File: config.mk
export PLATFORM = sky130hd
export DESIGN_NAME = adder_sum_accumulator
export DESIGN_NICKNAME = d
export VERILOG_FILES = /design/src/rtl/adder_sum_accumulator.sv
export SDC_FILE = /design/constraint.sdc
export NUM_CORES = 1
export LEC_CHECK = 0
export ABC_CLOCK_PERIOD_IN_PS = 4000
export BUFFER_PORTS_ARGS = -buffer_cell sky130_fd_sc_hd__buf_2
export CAP_MARGIN = 10
export CORE_MARGIN = 4
export CORE_UTILIZATION = 58
export CTS_BUF_LIST = sky130_fd_sc_hd__clkbuf_8 sky130_fd_sc_hd__clkbuf_16
export CTS_CLUSTER_SIZE = 10
export DETAILED_ROUTE_END_ITERATION = 10
export HOLD_SLACK_MARGIN = 0.02
export PLACE_DENSITY_LB_ADDON = 0.25
export SLEW_MARGIN = 0
export SYNTH_ARGS = -nofsm -noshare
export SYNTH_HDL_FRONTEND = slang
export SYNTH_SLANG_ARGS = --single-unit
File: constraint.sdc
create_clock -name clk -period 4 [get_ports clk]
set_input_delay 0.8 -clock clk [delete_from_list [all_inputs] [get_ports clk]]
set_output_delay 0.8 -clock clk [all_outputs]
set_load 0.005 [all_outputs]
File: src/rtl/adder_sum_accumulator.sv
// Block accumulator for the registered adder sum stream: sums up to COUNT samples,
// then holds total, sample count and sticky overflow until the consumer takes them.
module adder_sum_accumulator #(
    parameter int IN_WIDTH  = 34,
    parameter int ACC_WIDTH = 48,
    parameter int COUNT     = 8,
    parameter int COUNT_W   = 4
) (
    input  logic                 clk,
    input  logic                 rst_n,
    input  logic                 in_valid,
    output logic                 in_ready,
    input  logic [IN_WIDTH-1:0]  in_data,
    input  logic                 flush,
    output logic                 out_valid,
    input  logic                 out_ready,
    output logic [ACC_WIDTH-1:0] out_data,
    output logic [COUNT_W-1:0]   out_count,
    output logic                 out_ovf
);

    localparam logic [0:0] ST_ACCUM = 1'b0;
    localparam logic [0:0] ST_HOLD  = 1'b1;

    logic [0:0]           state_q, state_d;
    logic [ACC_WIDTH-1:0] acc_q, acc_d;
    logic [COUNT_W-1:0]   cnt_q, cnt_d;
    logic                 ovf_q, ovf_d;
    logic                 out_valid_q, out_valid_d;
    logic [ACC_WIDTH-1:0] out_data_q, out_data_d;
    logic [COUNT_W-1:0]   out_count_q, out_count_d;
    logic                 out_ovf_q, out_ovf_d;

    logic [ACC_WIDTH:0]   sample_ext;
    logic [ACC_WIDTH:0]   sum;
    logic [COUNT_W-1:0]   cnt_inc;
    logic                 accept;
    logic                 last;

    assign in_ready   = (state_q == ST_ACCUM);
    assign accept     = in_valid & in_ready;
    assign sample_ext = {{(ACC_WIDTH + 1 - IN_WIDTH){1'b0}}, in_data};
    assign sum        = {1'b0, acc_q} + sample_ext;
    assign cnt_inc    = cnt_q + COUNT_W'(1);
    assign last       = (cnt_inc == COUNT_W'(COUNT));

    always_comb begin
        state_d     = state_q;
        acc_d       = acc_q;
        cnt_d       = cnt_q;
        ovf_d       = ovf_q;
        out_valid_d = out_valid_q;
        out_data_d  = out_data_q;
        out_count_d = out_count_q;
        out_ovf_d   = out_ovf_q;
        case (state_q)
            ST_ACCUM: begin
                if (accept) begin
                    if (last || flush) begin
                        // a flush arriving with a sample closes the block including it
                        out_data_d  = sum[ACC_WIDTH-1:0];
                        out_count_d = cnt_inc;
                        out_ovf_d   = ovf_q | sum[ACC_WIDTH];
                        out_valid_d = 1'b1;
                        acc_d       = '0;
                        cnt_d       = '0;
                        ovf_d       = 1'b0;
                        state_d     = ST_HOLD;
                    end else begin
                        acc_d = sum[ACC_WIDTH-1:0];
                        cnt_d = cnt_inc;
                        ovf_d = ovf_q | sum[ACC_WIDTH];
                    end
                end else if (flush && (cnt_q != '0)) begin
                    out_data_d  = acc_q;
                    out_count_d = cnt_q;
                    out_ovf_d   = ovf_q;
                    out_valid_d = 1'b1;
                    acc_d       = '0;
                    cnt_d       = '0;
                    ovf_d       = 1'b0;
                    state_d     = ST_HOLD;
                end
            end
            default: begin
                if (out_ready) begin
                    out_valid_d = 1'b0;
                    state_d     = ST_ACCUM;
                end
            end
        endcase
    end

    always_ff @(posedge clk) begin
        if (!rst_n) begin
            state_q     <= ST_ACCUM;
            acc_q       <= '0;
            cnt_q       <= '0;
            ovf_q       <= 1'b0;
            out_valid_q <= 1'b0;
            out_data_q  <= '0;
            out_count_q <= '0;
            out_ovf_q   <= 1'b0;
        end else begin
            state_q     <= state_d;
            acc_q       <= acc_d;
            cnt_q       <= cnt_d;
            ovf_q       <= ovf_d;
            out_valid_q <= out_valid_d;
            out_data_q  <= out_data_d;
            out_count_q <= out_count_d;
            out_ovf_q   <= out_ovf_d;
        end
    end

    assign out_valid = out_valid_q;
    assign out_data  = out_data_q;
    assign out_count = out_count_q;
    assign out_ovf   = out_ovf_q;

endmodule

* Word level (Yosys, flattened, before mapping) *
Cells that the tools add are included.

cells by class
  mux-type cells = 28
  reductions and logical operators = 8
  bitwise operators = 3
  add/subtract/negate cells = 2
  equality and inequality tests = 4

operator list
  operator                                                          number
  48-bit 2-to-1 mux                                                 6
  48-bit by 34-bit adder with 49-bit output                         1
  4-bit 2-to-1 mux                                                  6
  1-bit 2-to-1 mux                                                  16
  3-bit AND reduction                                               2
  4-bit by 1-bit adder with 4-bit output (second input constant)    1
  4-bit == test (second input constant)                             1
  4-bit nonzero test                                                1
  3-bit by 2-bit != test with 1-bit output (second input constant)  1
  3-bit nonzero test                                                1
  2-bit by 1-bit != test with 1-bit output (second input constant)  1
  2-bit != test (second input constant)                             1
  2-bit AND reduction                                               1
  2-bit nonzero test                                                1
  1-bit AND                                                         1
  1-bit logical AND                                                 1
  1-bit logical OR                                                  1
  1-bit inverter                                                    1
  1-bit OR                                                          1

word-level totals
  word-level logic and storage cells = 53
  bits of input ports = 39
  bits in registers = 108

* Depth between registers and ports, before layout *
  word-level depth = 6
  gate-level depth with buffers = 12
  mapped depth without buffers = 10

* Worst setup path after synthesis *
Ideal clock, no wire load.

  kind = input -> register
  from = input in_data[0]
  to = register acc_q[36]
  stages on the path = 11
  data arrival time = 3188 ps
  path slack = 684 ps
  path through = ha_1 -> fa_1 -> a21o_1 -> a221oi_1 -> o21a_1 -> a311oi_2 -> o31ai_1 -> buf_2 -> nand2_1 -> a41oi_1 -> a31oi_1

between the ends
  cells in the longest elaborated chain, start to end = 3

RTL lines
  what                                       line  text
  start, declared                            13    input logic [IN_WIDTH-1:0] in_data,
  48-bit by 34-bit adder with 49-bit output  43    assign sum = {1'b0, acc_q} + sample_ext;
  48-bit 2-to-1 mux                          59    if (last || flush) begin
  48-bit 2-to-1 mux                          58    if (accept) begin
  end signal, assigned                       97    acc_q <= '0;
  end signal, assigned                       106   acc_q <= acc_d;
  end, declared                              26    logic [ACC_WIDTH-1:0] acc_q, acc_d;

Every way passes these cells.
A chain may end at the register's enable or synchronous reset.

* Final worst setup path *
  from = input in_data[11]
  to = register out_ovf_q (netlist: out_ovf)

between the ends
  cells in the longest elaborated chain, start to end = 4

RTL lines
  what                                       line  text
  48-bit by 34-bit adder with 49-bit output  43
  1-bit OR                                   63    out_ovf_d = ovf_q | sum[ACC_WIDTH];
  1-bit 2-to-1 mux                           59
  1-bit 2-to-1 mux                           58
  end signal, assigned                       112   out_ovf_q <= out_ovf_d;
  end, declared                              32    logic out_ovf_q, out_ovf_d;

Every way passes these cells. The select of a mux whose other input is x is not followed.

==> summary.txt <==
Status
  • Status: finished, final reports clean

STA
  • Tightest Pin Transition: 982.6 ps
  • Slew Viols, Final: 0
  • Fin Hold WS: 459.9 ps
  • Setup violators final: 0
  • Fin. Hold Viols: 0
  • Post-layout minimum cycle time: 3486 ps
  • Period utilization: 0.8715
  • Total negative slack: 0 ps
  • Highest Clock Rate: 0.2869 GHz
  • Max Clock Skew: 6.564 ps
  • Slew HR: 0.3433
  • Unrepaired setup endpoints after global routing: false

Synthesis
  • Post-synth EDFFs: 0
  • Sequential area share after synthesis: 0.3287
  • Seq cells post-synth: 108
  • Synthesized area per cell: 7.821 um2
  • Syn Inst Count: 841
  • Most used DFF post-synth: dfxtp_1
  • Ys async rst share: 0
  • Mapped cell area: 6578 um2
  • Mapped Nets: 917
  • Syn. warnings: 0
  • Library cells used by synthesis: 60

Drt
  • 1st-pass router iterations: 5
  • Via count: 6701
  • Vias per cell: 6.370
  • Initial DRC Count: 502
  • WL final: 19200 um
  • Drc violations: 0
  • Final ANT Viol Nets: 0
  • Routed length per instance: 18.25 um

Die
  • Die height: 114.5 um
  • Die area: 13110 um2
  • I/O Pins: 94
  • Horiz. Die Dim: 114.5 um
  • Core ar.: 10980 um2
  • Starting Density: 0.5989
  • Row count: 38

Clock network
  • Clock Path Buffers: 2
  • H-tree lvl count: 3
  • Latest clock arrival within the worst-skew pair: 360 ps
  • CTS Buf Count: 9
  • Root buffer cell: clkbuf_16
  • Clock Sink Count: 108
  • TritonCTS clock tree: yes
  • Clock slew seen by the registers of the worst setup and hold paths: 70 ps
  • Cells resized by post-CTS repair: 0
  • Cts hold-fix bufs: 0
  • Setup repair bufs after CTS: 0

Placed design
  • Final HPWL DP: 13610 um
  • IO buf count: 93
  • # placed instances: 1036
  • Placer Congestion: 0.9968

Setup path
  • Crit start category: input port
  • Critical Path Max Stage Delay: 530 ps
  • Max FO, Critical Path: 11
  • CP Data Arrival Time: 3790 ps
  • Endpoint type of the worst setup path: flop
  • Most frequent CP cell: or4_1
  • Critical path buffers and inverters: 2
  • Crit path cell chain: buf_2 > ha_1 > nand4_2 > or4_1 > o21a_1 > a311oi_2 > o31ai_1 > buf_4 > and2_1 > or4_1 > a21oi_1
  • CP max-delay cell: or4_1
  • WS Path Type: in -> reg
  • CP Data Required Time: 4300 ps
  • Largest delay share family, worst path: simple AND/OR/NAND/NOR gates

Pwr
  • PD cells: 390.9 nW/um2
  • Total power: 2.941 mW
  • P_leak: 3.177 nW
  • Peak supply drop: 0.0004351 V

Layout
  • Share of layout cells above drive strength 1: 0.1535
  • Area delta synth->final: 14.38%
  • Ant. Diodes: 0
  • Commonest non-fill, non-tap cells in the layout: dfxtp_1, buf_2, nand2_1, a21oi_1, o21ai_0
  • Final nets: 983
  • Fill count: 896
  • Post-route insts no fill: 1052
  • Commonest non-fill, non-tap cell in the layout: dfxtp_1

Global routing
  • First-pass GRT wire length: 31600 um
  • Global Route Usage Sum: 0.2962
  • Vias in the first global route: 6498
  • Initial antenna violation count: 0
  • GRT overflow: 0
  • Largest net degree at the start of global routing: 45

Min path
  • Worst min path class: reg -> reg

Job
  • Max-Cap Viols: 0
tightest hold or removal path, stage by stage, from the launching register on:
cell	delay, ps
dfxtp_1	310
nand2_1	50
a21oi_1	50
metal layers:
| metal | track usage | routed length [um] |
|---|---|---|
| met1 | 0.3825 | 8495 |
| met2 | 0.4917 | 9026 |
| met5 | 0 | 0 |
| met3 | 0.06078 | 1226 |
| met4 | 0.1006 | 448 |
per-stage QoR:
step / cell area (um2) / util / setup WS (ps)
floorplan: 6578 / - / 684.3
global placement: 7167 / 0.6525 / 225.9
detailed placement: 7167 / 0.6525 / 156.6
CTS: 7523 / 0.6850 / 540.7
global route: 7523 / 0.6850 / 353.9
finish: 7523 / 0.6850 / 514.2
flip-flops by register name, indices dropped and copies added (netlist names):
register,count
acc_q,48
out_data,48
cnt_q,4
out_count,4
out_ovf,1
out_valid,1
ovf_q,1
state_q,1
synth_stat cells, types with 6 or more instances:
cell type | number | area, um2
dfxtp_1 | 108 | 2162
nand2_1 | 90 | 337.8
a21oi_1 | 85 | 425.4
o21ai_0 | 72 | 360.4
nor2_1 | 61 | 229.0
clkbuf_1 | 53 | 198.9
ha_1 | 36 | 450.4
xnor2_1 | 31 | 271.5
nand3_1 | 26 | 130.1
a31oi_1 | 21 | 131.4
nor3_1 | 20 | 100.1
a21o_1 | 19 | 142.6
inv_1 | 16 | 60.06
a211oi_1 | 15 | 112.6
a22oi_1 | 15 | 112.6
o211ai_1 | 13 | 97.59
a311oi_1 | 11 | 96.34
nand4_1 | 11 | 68.82
or4_1 | 10 | 75.07
and3_1 | 9 | 56.30
or3_1 | 9 | 56.30
a22o_1 | 8 | 70.07
and2_1 | 7 | 43.79
nor4_1 | 7 | 43.79
xor2_1 | 7 | 61.31
o21a_1 | 6 | 45.04
path summary, 6_finish.rpt:
kind,start,end,slack [ps],cells after the start
worst max-delay path,in_data[11],out_ovf,510,11
worst min-delay path,out_valid,out_valid,460,2
worst max register to register,acc_q[11],out_ovf,700,10
worst min register to register,out_valid,out_valid,460,2
area by class of cell:
cell class,count,area (um2),share of cell area
clock buffers,10,239.0,0.03176
flip-flops and latches,108,2162,0.2874
multi-input cells,656,4135,0.5496
inverters,17,63.81,0.008482
well taps,140,175.2,0.02328
clock inverters,6,117.6,0.01563
repair buffers,115,630.6,0.08382
cell families (layout without fill, tap and decap cells):
kind of cell,after synthesis,in the layout,share of synthesized area
XOR/XNOR,38,38,0.05060
AO/OA/AOI/OAI,312,312,0.3089
adder cells (fa/ha/maj),37,37,0.07152
multiplexers,1,1,0.001522
AND/OR/NAND/NOR,268,268,0.1940
buffers and inverters,77,148,0.04470
flip-flops,108,108,0.3287
report_power, final:
| group | switching (mW) | leakage [nW] | internal [mW] |
|---|---|---|---|
| clock | 0.433 | 0.171 | 0.636 |
| sequential | 0.0573 | 0.883 | 1.16 |
| combinational | 0.407 | 2.12 | 0.253 |
| total | 0.897 | 3.18 | 2.04 |
Note: power is estimated with default switching activity, not from simulation.
